<file path="src/rtl/game_countdown_timer.sv">
// rtl/game_countdown_timer.sv - BCD round countdown timer driven by a synchronized slow_clk tick
// Ticks come from rising edges of slow_clk sampled as data; the count is kept as two BCD digits.
module game_countdown_timer #(
  parameter int START_SECONDS = 60
) (
  input  logic       clk,
  input  logic       reset,
  input  logic       slow_clk,
  input  logic       start,
  input  logic       pause,
  output logic [3:0] tens,
  output logic [3:0] ones,
  output logic       running,
  output logic       paused,
  output logic       time_up,
  output logic       time_up_pulse
);

  localparam logic [3:0] START_TENS = 4'(START_SECONDS / 10);
  localparam logic [3:0] START_ONES = 4'(START_SECONDS % 10);

  typedef enum logic [1:0] {IDLE, RUN, PAUSED, DONE} state_t;

  state_t state;
  logic   s1;
  logic   s2;
  logic   prev;
  logic   tick;
  logic   at_one;

  // slow_clk is asynchronous to clk: two flops before the edge detector
  always_ff @(posedge clk) begin
    if (reset) begin
      s1   <= 1'b0;
      s2   <= 1'b0;
      prev <= 1'b0;
    end else begin
      s1   <= slow_clk;
      s2   <= s1;
      prev <= s2;
    end
  end

  assign tick   = s2 & ~prev;
  assign at_one = (tens == 4'd0) && (ones == 4'd1);

  always_ff @(posedge clk) begin
    if (reset) begin
      state         <= IDLE;
      tens          <= START_TENS;
      ones          <= START_ONES;
      running       <= 1'b0;
      paused        <= 1'b0;
      time_up       <= 1'b0;
      time_up_pulse <= 1'b0;
    end else begin
      time_up_pulse <= 1'b0;
      case (state)
        IDLE: begin
          if (start) begin
            state   <= RUN;
            running <= 1'b1;
          end
        end
        RUN: begin
          if (tick && at_one) begin
            // reaching zero takes priority over a simultaneous pause
            ones          <= 4'd0;
            state         <= DONE;
            running       <= 1'b0;
            time_up       <= 1'b1;
            time_up_pulse <= 1'b1;
          end else begin
            if (tick) begin
              if (ones != 4'd0) begin
                ones <= ones - 4'd1;
              end else begin
                ones <= 4'd9;
                tens <= tens - 4'd1;
              end
            end
            if (pause) begin
              state   <= PAUSED;
              running <= 1'b0;
              paused  <= 1'b1;
            end
          end
        end
        PAUSED: begin
          if (!pause) begin
            state   <= RUN;
            running <= 1'b1;
            paused  <= 1'b0;
          end
        end
        DONE: begin
          if (start) begin
            tens    <= START_TENS;
            ones    <= START_ONES;
            state   <= RUN;
            running <= 1'b1;
            time_up <= 1'b0;
          end
        end
        default: begin
          state   <= IDLE;
          running <= 1'b0;
          paused  <= 1'b0;
          time_up <= 1'b0;
        end
      endcase
    end
  end

endmodule
</file>
<file path="config.mk">
export PLATFORM = sky130hd
export DESIGN_NAME = game_countdown_timer
export DESIGN_NICKNAME = d
export VERILOG_FILES = /design/src/rtl/game_countdown_timer.sv
export SDC_FILE = /design/constraint.sdc
export NUM_CORES = 1
export LEC_CHECK = 0
export BUFFER_PORTS_ARGS = -buffer_cell sky130_fd_sc_hd__buf_2
export CELL_PAD_IN_SITES_DETAIL_PLACEMENT = 0
export CELL_PAD_IN_SITES_GLOBAL_PLACEMENT = 2
export CORE_UTILIZATION = 33
export CTS_BUF_LIST = sky130_fd_sc_hd__clkbuf_8
export DETAILED_ROUTE_END_ITERATION = 10
export PLACE_DENSITY_LB_ADDON = 0.1
export SKIP_LAST_GASP = 1
export SLEW_MARGIN = 20
export SYNTH_ARGS = -nofsm -noshare
export SYNTH_HDL_FRONTEND = slang
export SYNTH_SLANG_ARGS = --single-unit
</file>
<file path="constraint.sdc">
create_clock -name clk -period 2.3 [get_ports clk]
set_clock_uncertainty 0.1 [all_clocks]
set_input_delay 0.345 -clock clk [delete_from_list [all_inputs] [get_ports clk]]
set_output_delay 0.345 -clock clk [all_outputs]
set_load 0.01 [all_outputs]
</file>
==> results.rst, run 1 <==
.. list-table::
   :header-rows: 1

   * - Metric
     - Value
   * - Via-to-Cell Ratio
     - between 4 and 5
   * - Leftover overflow at the end of global routing
     - 0
   * - Synth Warn #
     - 0
   * - Number of cells upsized or downsized after cts
     - 0
   * - Synth Instances
     - 104
   * - CP endpoint kind
     - flip-flop
   * - Static leakage
     - 0.424 nW
   * - Number of buffers and inverters on the critical path
     - 0
   * - Hold Violations, Final
     - 0
   * - Number of enable flip-flop cells after synthesis
     - 0
   * - Number of nets with antenna violations after routing
     - 0
   * - Setup Viol. Count Final
     - 0
   * - Path type of the worst setup path
     - reg2reg
   * - Proportion of synthesized flip-flops having asynchronous set or reset
     - 0%
   * - Post-route clock period utilization
     - between 80% and 90%
   * - Effective utilization at floorplan
     - ~35%
   * - Via count of the first global-routing pass
     - 694
   * - Count of buffers from port buffering
     - 16
   * - Instance count after placement with tap cells included
     - 150
   * - Synth Register Bits
     - 17
   * - Synth Flop Type
     - sky130_fd_sc_hd__dfxtp_1
   * - Relative slew slack
     - 76.7%
   * - Worst skew pair latency
     - 0.25 ns
   * - Outcome
     - finished clean
   * - Data required, critical path
     - roughly 2.3 ns
   * - Maximum buffer depth of the clock tree
     - 2
   * - Root buffer cell
     - sky130_fd_sc_hd__clkbuf_8
   * - Max-cap viol count
     - 0
   * - Dominant cells by area after synthesis
     - sky130_fd_sc_hd__dfxtp_1, sky130_fd_sc_hd__ha_1, sky130_fd_sc_hd__a21oi_1
   * - Final total negative setup slack
     - 0 ns
   * - Sequential element share of the synthesized area
     - 38.1%
   * - IO Pins
     - 17
   * - Max Transition Viols Final
     - 0
   * - Proportion of layout cells with a drive suffix above 1
     - 20.2%
   * - Worst supply voltage drop on vdd
     - between 0.3 and 0.4 mV
   * - Number of clock buffers inserted by TritonCTS
     - 3
   * - CTS H-tree depth
     - 1
   * - Top cell family by delay on the critical path
     - simple AND/OR/NAND/NOR gates
   * - Average size of a mapped cell
     - 8.59 um2
   * - Area added between synthesis and finish
     - 19.2%
   * - CP peak stage delay
     - roughly 0.4 ns
   * - Antenna fix cells
     - 0
   * - Starting DRC count in detailed routing
     - 8
   * - Post-CTS Setup Repair Bufs
     - 0
   * - Sequence of cells on the critical path
     - ha_1 > nand4bb_1 > nor3_2 > nand2_1 > a221o_1
   * - Weighted congestion at the end of routability-driven global placement
     - between 0.7 and 0.8
   * - Clock-pin slew on the worst setup and hold paths
     - 0.07 ns
   * - RSZ-0062 raised after global routing
     - no
   * - First-pass DRT Iterations
     - 4
   * - Slowest cell on the critical path
     - sky130_fd_sc_hd__dfxtp_1
   * - Count of standard-cell rows
     - 18
   * - Total core area
     - about 2500 um2
   * - Number of antenna violations at the first check in global routing
     - 0
   * - Area of the die
     - 2920 um2
   * - Minimum clock period after layout
     - 1.92 ns
   * - Cell Area, Placed
     - 1020 um2
   * - Wire length of the first global-routing pass
     - 3.17 mm
   * - Hold Crit Class
     - in2reg
   * - Maximum clock frequency
     - 520 MHz
   * - DRC violation count after routing
     - 0
   * - Half-perimeter wire length after detailed placement
     - 1.42 mm
   * - Count of unique library cells instantiated by Yosys
     - 33
   * - Signal arrival time at the worst endpoint
     - slightly below 2 ns
   * - GRT Resource Usage Total
     - 15.2%
   * - Post-layout instance area
     - ~1100 um2
   * - Pin count of the biggest net entering global routing
     - 18
   * - Overall die height
     - 54.0 um
   * - Power per Cell Area
     - slightly below 800 nW/um2
   * - Filler Cells Inserted
     - roughly 290
   * - CP max FO
     - 11
   * - Post-synth net total
     - around 120
   * - Hold Buf Count CTS
     - 0
   * - Wire length per cell
     - about 12 um
   * - Critical path startpoint category
     - flip-flop
   * - CTS tree
     - yes
   * - Horiz. Die Dim
     - 54.0 um
   * - Syn Std Cell Area
     - 893 um2
   * - Yosys top cell area share
     - 38.1%
   * - Wire length after detailed routing
     - 1.89 mm
   * - Slew @ Worst Pin
     - 0.346 ns
   * - Number of cells in the finished layout apart from fillers
     - 154
   * - Clock tree sinks
     - 17
   * - Number of nets in the final layout
     - 136
   * - Biggest area consumer among synthesized cells
     - sky130_fd_sc_hd__dfxtp_1
   * - Overall power
     - 0.000844 W
   * - Via count
     - between 700 and 800
through the flow:
stage	hold WS (ns)	utilization [%]	setup slack, ns
3_5_place_dp	0.331	40.4	0.377
5_1_grt	0.229	42.2	0.191
6_report	0.205	42.2	0.378
3_3_place_gp	0.323	40.4	0.458
2_1_floorplan	0.314	-	0.489
4_1_cts	0.204	42.2	0.366
area by class of cell:
class                      instances  area (um2)  area share (%)
inverter                           9        33.8            3.17
timing repair buffer              18        95.1            8.93
sequential                        17         340            32.0
tap                               30        37.5            3.53
clock inverter                     1        5.00           0.470
clock buffer                       3        41.3            3.88
multi-input combinational         76         512            48.1
cell usage in the layout (no fill, tap or decap), drive strengths merged, types with 2 or more instances in the layout:
master	instances
nor3	5
nand3	2
nor2b	6
nor3b	2
clkbuf	3
inv	9
o21ai	7
nor2	11
ha	6
or3	3
nand2	4
a21oi	9
a211oi	2
nand4bb	2
dfxtp	17
buf	18
a2111oi	2
kinds of logic (layout without fill, tap and decap cells):
family | count (synthesis) | in the layout | synth area share, %
mux | 1 | 1 | 1.12
flops | 17 | 17 | 38.1
compound gates | 30 | 30 | 22.0
simple gates | 39 | 39 | 25.8
buf+inv | 11 | 31 | 4.62
fa+ha+maj | 6 | 6 | 8.40
routing by layer:
metal | vias up | track usage (%) | routed length, um
met5 | - | 0 | 0
met2 | 11 | 24.5 | 834
li1 | 414 | - | -
met3 | 2 | 3.39 | 59
met4 | 0 | 6.41 | 10
met1 | 342 | 19.4 | 986
flip-flops by register name, indices dropped and copies added (netlist names):
| name | cells |
|---|---|
| ones | 4 |
| paused | 1 |
| prev | 1 |
| running | 1 |
| s1 | 1 |
| s2 | 1 |
| state | 2 |
| tens | 4 |
| time_up | 1 |
| time_up_pulse | 1 |
cells in the mapped netlist (all sizes together), types with 3 or more instances:
master  instances
dfxtp          17
nor2           11
a21oi           9
inv             9
o21ai           7
ha              6
nor2b           6
nor3            5
nand2           4
or3             3
power breakdown:
part	total (W)	leakage, nW	internal [W]	switching [W]
clock network	0.000221	0.0255	0.000120	0.000101
logic	0.000265	0.259	0.000117	0.000148
registers	0.000358	0.139	0.000327	0.0000308
worst paths after layout:
kind | endpoint | start | depth (start not counted) | slack [ns]
setup reg to reg | tens[2]$_SDFFE_PP1P_ | state[0]$_SDFFE_PP0P_ | 5 | 0.38
setup / recovery | tens[2]$_SDFFE_PP1P_ | state[0]$_SDFFE_PP0P_ | 5 | 0.38
hold reg to reg | s2$_SDFF_PP0_ | s1$_SDFF_PP0_ | 1 | 0.34
hold / removal | s1$_SDFF_PP0_ | slow_clk | 2 | 0.20
(Power assumes the default switching activity.)
==> inputs of run 2 (changes only) <==
clock period = 1.85 ns   (was 2.3 ns; I/O delays follow)
==> run 2 against run 1 <==
Net effect:
- via count grew 5.5%
- critical path depth is 1 higher
- fmax is 8.8% higher
- non-clock buffer count up 5
- global-route usage rose by 0.77 points
- final area increased by 3.9%
- wire length is 4.5% higher
- cell count rose by 3.2%
- sequential cell count did not move
- largest power group unchanged
- highest routed layer unchanged
==> results.rst, run 2 (synthesized netlist as in run 1, its figures left out) <==
.. list-table::
   :header-rows: 1

   * - Metric
     - Value
   * - Data required, critical path
     - roughly 1.9 ns
   * - Setup Viol. Count Final
     - 0
   * - Minimum clock period after layout
     - ~1.8 ns
   * - CTS tree
     - yes
   * - Slew @ Worst Pin
     - roughly 0.4 ns
   * - Number of nets in the final layout
     - 141
   * - Largest registers
     - ones: 4 flops, tens: 4 flops, state: 2 flops
   * - Count of buffers from port buffering
     - 16
   * - Count of standard-cell rows
     - 18
   * - Pin count of the biggest net entering global routing
     - 18
   * - Reg-to-reg critical path endpoint
     - state[0]$_SDFFE_PP0P_
   * - Share of the core filled with cells in the final layout
     - a little over two fifths
   * - Storage cell area
     - 340 um2
   * - Worst hold path startpoint
     - slow_clk
   * - Maximum buffer depth of the clock tree
     - 2
   * - Beginning of the critical path
     - state[0]$_SDFFE_PP0P_
   * - Maximum clock frequency
     - 566 MHz
   * - DRC violation count after routing
     - 0
   * - Commonest non-fill, non-tap cell in the layout
     - sky130_fd_sc_hd__dfxtp_1
   * - Filler Cells Inserted
     - 278
   * - Number of cells upsized or downsized after cts
     - 0
   * - Hold Violations, Final
     - 0
   * - Clock-pin slew on the worst setup and hold paths
     - 0.07 ns
   * - Number of buffers and inverters on the critical path
     - 1
   * - Signal arrival time at the worst endpoint
     - around 1.8 ns
   * - Overall die height
     - 54.0 um
   * - RSZ-0062 raised after global routing
     - yes
   * - Via count of the first global-routing pass
     - ~740
   * - Via-to-Cell Ratio
     - just over 5
   * - Leading cell types in the layout, fill and taps excluded
     - sky130_fd_sc_hd__dfxtp_1, sky130_fd_sc_hd__buf_2, sky130_fd_sc_hd__nor2_1
   * - Static leakage
     - 0.449 nW
   * - Wire length per cell
     - 12.4 um
   * - Post-CTS Setup Repair Bufs
     - 0
   * - Relative slew slack
     - 73.1%
   * - Area taken by multi-input logic gates
     - 515 um2
   * - Number of cells in the finished layout apart from fillers
     - roughly 160
   * - Clock tree sinks
     - 17
   * - Leftover overflow at the end of global routing
     - 0
   * - Outcome
     - finished clean
   * - Number of gates on the worst path with buffers counted
     - 6
   * - Power per Cell Area
     - just under 1000 nW/um2
   * - Number of nets with antenna violations after routing
     - 0
   * - Half-perimeter wire length after detailed placement
     - around 1.5 mm
   * - Final-layout worst hold slack
     - 0.137 ns
   * - Post-route clock period utilization
     - a little over nine tenths
   * - Post-Place Worst Slack
     - between 0.04 and 0.05 ns
   * - CTS H-tree depth
     - 1
   * - CP peak stage delay
     - roughly 0.42 ns
   * - CP max FO
     - 7
   * - Sequence of cells on the critical path
     - ha_2 > buf_4 > nor2b_1 > o31a_1 > nor2_1 > a311oi_1
   * - Root buffer cell
     - sky130_fd_sc_hd__clkbuf_8
   * - Path type of the worst setup path
     - reg2reg
   * - Area added between synthesis and finish
     - 23.8%
   * - Instance count after placement with tap cells included
     - 155
   * - Via count
     - 811
   * - Worst supply voltage drop on vdd
     - around 0.48 mV
   * - Weighted congestion at the end of routability-driven global placement
     - 0.698
   * - Number of clock buffers inserted by TritonCTS
     - 3
   * - Hold endpoint
     - s1$_SDFF_PP0_
   * - Wire length of the first global-routing pass
     - 3.31 mm
   * - Max Transition Viols Final
     - 0
   * - Register-to-register setup slack
     - 0.08 ns
   * - Area of the die
     - 2920 um2
   * - First-pass DRT Iterations
     - 4
   * - Number of antenna violations at the first check in global routing
     - 0
   * - Proportion of layout cells with a drive suffix above 1
     - 24.0%
   * - GRT Resource Usage Total
     - 16.0%
   * - Slowest cell on the critical path
     - sky130_fd_sc_hd__dfxtp_1
   * - Horiz. Die Dim
     - 54.0 um
   * - Max-cap viol count
     - 0
   * - Depth of the worst hold-timing path
     - 2
   * - Antenna fix cells
     - 0
   * - Starting DRC count in detailed routing
     - 12
   * - Hold Crit Class
     - in2reg
   * - Post-route setup slack
     - between 0.08 and 0.09 ns
   * - Top cell family by delay on the critical path
     - compound AO/OA/AOI/OAI gates
   * - Critical path startpoint category
     - flip-flop
   * - Wire length after detailed routing
     - 1.98 mm
   * - Start of the worst register-to-register path
     - state[0]$_SDFFE_PP0P_
   * - Worst r2r path cells
     - 6
   * - Effective utilization at floorplan
     - between 30% and 40%
   * - CP endpoint kind
     - flip-flop
   * - IO Pins
     - 17
   * - Total core area
     - 2520 um2
   * - Hold Buf Count CTS
     - 0
   * - Worst skew pair latency
     - 0.25 ns
==> run 2: worst max path at each step <==
stage / end
global route: state[0]$_SDFFE_PP0P_
detailed placement: state[0]$_SDFFE_PP0P_
CTS: state[0]$_SDFFE_PP0P_
floorplan: tens[2]$_SDFFE_PP1P_
finish: state[0]$_SDFFE_PP0P_
global placement: state[0]$_SDFFE_PP0P_
==> run 2: through the flow <==
stage	area (um2)	setup TNS [ns]	power [W]
after floorplan	893	0	0.000680
after global placement	1060	0	0.000799
after detailed placement	1060	0	0.000803
after CTS	1100	0	0.00109
after global routing	1110	-0.0445	0.00116
final	1110	0	0.00107
==> run 2: report_power, final <==
part | switching, W | internal, W | total (W) | leakage (nW)
logic | 0.000188 | 0.000164 | 0.000352 | 0.285
registers | 0.0000370 | 0.000407 | 0.000444 | 0.139
clock network | 0.000127 | 0.000149 | 0.000276 | 0.0255
total | 0.000352 | 0.000720 | 0.00107 | 0.449
==> run 2: cell type report <==
type	count	area share [%]
flip-flops and latches	17	30.8
multi-input cells	76	46.6
repair buffers	23	12.0
well taps	30	3.39
clock buffers	3	3.73
inverters	9	3.05
clock inverters	1	0.452
==> run 2: per-layer routing <==
metal	share of wire [%]	track usage, %	wire length (um)
met5	0	0	0
met4	2.0	7.69	39
met1	49	21.0	962
met2	46	24.7	913
met3	3.1	3.39	61
==> run 2: worst reg2reg max path, cell delays in order (launching register included) <==
cell and delay, ns:
sky130_fd_sc_hd__dfxtp_1 0.42, sky130_fd_sc_hd__ha_2 0.28, sky130_fd_sc_hd__buf_4 0.15, sky130_fd_sc_hd__nor2b_1 0.19
sky130_fd_sc_hd__o31a_1 0.22, sky130_fd_sc_hd__nor2_1 0.06, sky130_fd_sc_hd__a311oi_1 0.26
==> inputs of run 3 (changes only) <==
CORE_ASPECT_RATIO = 0.75   (was not set)
PLACE_DENSITY = 0.82   (was not set)
PLACE_DENSITY_LB_ADDON = not set   (was 0.1)
==> run 3 against run 2 <==
Net effect:
- sequential share of layout area is 0.70 points lower
- die area barely moved
- clock-buffer cell count unchanged
- critical endpoint is now tens[2]$_SDFFE_PP1P_
- setup slack better by 0.0039 ns
- wire length decreased by 1.7%
- largest power group unchanged
==> results.rst, run 3 (synthesized netlist as in run 1, its figures left out) <==
.. list-table::
   :header-rows: 1

   * - Metric
     - Value
   * - Post-Place Worst Slack
     - 0.0401 ns
   * - Antenna fix cells
     - 0
   * - Half-perimeter wire length after detailed placement
     - 1.43 mm
   * - Instance count after placement with tap cells included
     - 158
   * - Total core area
     - 2420 um2
   * - Leftover overflow at the end of global routing
     - 0
   * - Number of clock buffers inserted by TritonCTS
     - 3
   * - DRC violation count after routing
     - 0
   * - Area taken by multi-input logic gates
     - 547 um2
   * - Hold Crit Class
     - in2reg
   * - Number of cells in the finished layout apart from fillers
     - 162
   * - Wire length of the first global-routing pass
     - 3.27 mm
   * - Clock tree sinks
     - 17
   * - Relative slew slack
     - 73.2%
   * - Overall die height
     - 47.1 um
   * - RSZ-0062 raised after global routing
     - no
   * - Power per Cell Area
     - 976 nW/um2
   * - Hold Violations, Final
     - 0
   * - Maximum clock frequency
     - between 500 and 600 MHz
   * - Wire length per cell
     - approximately 12 um
   * - CP max FO
     - 5
   * - Post-route setup slack
     - 0.0880 ns
   * - Proportion of layout cells with a drive suffix above 1
     - roughly a quarter
   * - Number of nets in the final layout
     - 140
   * - Starting DRC count in detailed routing
     - 40
   * - Final total negative setup slack
     - 0 ns
   * - CP endpoint kind
     - flip-flop
   * - Number of nets with antenna violations after routing
     - 0
   * - Signal arrival time at the worst endpoint
     - approximately 1.8 ns
   * - Via count of the first global-routing pass
     - 733
   * - Weighted congestion at the end of routability-driven global placement
     - 0.791
   * - GR Layer Usage met2
     - around 22%
   * - Busiest layer in global routing
     - met1
   * - Clock-pin slew on the worst setup and hold paths
     - 0.07 ns
   * - Pin count of the biggest net entering global routing
     - 18
   * - Number of antenna violations at the first check in global routing
     - 0
   * - First-pass DRT Iterations
     - 4
   * - Horiz. Die Dim
     - 62.1 um
   * - Area added between synthesis and finish
     - 27.2%
   * - Storage cell area
     - between 300 and 400 um2
   * - Minimum clock period after layout
     - 1.76 ns
   * - Root buffer cell
     - sky130_fd_sc_hd__clkbuf_8
   * - Slew @ Worst Pin
     - 0.392 ns
   * - Max Transition Viols Final
     - 0
   * - IO Pins
     - 17
   * - Area of the die
     - 2920 um2
   * - Path type of the worst setup path
     - reg2reg
   * - Max-cap viol count
     - 0
   * - Worst supply voltage drop on vdd
     - approximately 0.5 mV
   * - Data required, critical path
     - ~1.9 ns
   * - Wire length after detailed routing
     - 1.94 mm
   * - Filler Cells Inserted
     - 256
   * - Critical path startpoint category
     - flip-flop
   * - Effective utilization at floorplan
     - between 30 and 40%
   * - Count of buffers from port buffering
     - 16
   * - Leading cell types in the layout, fill and taps excluded
     - sky130_fd_sc_hd__buf_2, sky130_fd_sc_hd__dfxtp_1, sky130_fd_sc_hd__nor2_1
   * - Post-route clock period utilization
     - roughly 95%
   * - Maximum buffer depth of the clock tree
     - 2
   * - Global Route met1 Usage
     - 22.9%
   * - Outcome
     - finished clean
   * - Via-to-Cell Ratio
     - 5.04
   * - Post-CTS Setup Repair Bufs
     - 0
   * - Setup Viol. Count Final
     - 0
   * - Via count
     - about 800
   * - CTS H-tree depth
     - 1
   * - Worst skew pair latency
     - 0.25 ns
   * - Count of standard-cell rows
     - 15
   * - CTS tree
     - yes
   * - Largest registers
     - ones: 4 flops, tens: 4 flops, state: 2 flops
   * - GR Util met3
     - 5.79%
   * - GRT Resource Usage Total
     - 15.7%
   * - Static leakage
     - 0.448 nW
run 3: changes by cell type in the layout (fill, tap and decap cells not counted), sizes merged:
cell,previous run,this run
buf,23,22
run 3: worst paths after layout:
path | startpoint | endpoint | slack (ns) | cells past startpoint
setup reg to reg | state[0]$_SDFFE_PP0P_ | tens[2]$_SDFFE_PP1P_ | 0.09 | 5
hold / removal | slow_clk | s1$_SDFF_PP0_ | 0.13 | 2
hold reg to reg | s1$_SDFF_PP0_ | s2$_SDFF_PP0_ | 0.34 | 1
setup / recovery | state[0]$_SDFFE_PP0P_ | tens[2]$_SDFFE_PP1P_ | 0.09 | 5
run 3: metrics by stage:
| step | utilization (%) | area, um2 | total power, W | hold WS (ns) |
|---|---|---|---|---|
| floorplan | - | 893 | 0.000680 | 0.249 |
| global placement | 43.5 | 1050 | 0.000800 | 0.321 |
| detailed placement | 43.5 | 1050 | 0.000800 | 0.337 |
| CTS | 45.4 | 1100 | 0.00108 | 0.131 |
| global route | 46.9 | 1140 | 0.00120 | 0.137 |
| finish | 46.9 | 1140 | 0.00111 | 0.133 |
run 3: cell type report:
type | count | area share (%)
timing repair buffer | 22 | 11.0
multi-input combinational | 76 | 48.1
clock buffer | 3 | 3.63
tap | 34 | 3.74
sequential | 17 | 30.1
inverter | 9 | 2.97
clock inverter | 1 | 0.441
run 3: power by group:
part	internal [W]	switching, W
Combinational	0.000181	0.000201
Clock	0.000149	0.000129
Sequential	0.000407	0.0000416
Total	0.000737	0.000371
run 3: worst max-delay path, cell delays in order, from the launching register on:
cell,delay (ns)
sky130_fd_sc_hd__dfxtp_1,0.45
sky130_fd_sc_hd__ha_1,0.27
sky130_fd_sc_hd__mux2i_1,0.29
sky130_fd_sc_hd__a211oi_2,0.09
sky130_fd_sc_hd__buf_4,0.15
sky130_fd_sc_hd__a221o_1,0.30
run 3: per-layer routing:
| metal | vias to the layer above | share of wire [%] |
|---|---|---|
| li1 | 421 | - |
| met1 | 375 | 55 |
| met2 | 18 | 39 |
| met3 | 2 | 5.1 |
| met4 | 0 | 0.67 |
| met5 | - | 0 |
run 3: timing repair:
| action | CTS | global route |
|---|---|---|
| resized for setup | 0 | 7 |
| setup endpoints to repair | 0 | 8 |
| hold buffers | 0 | 0 |
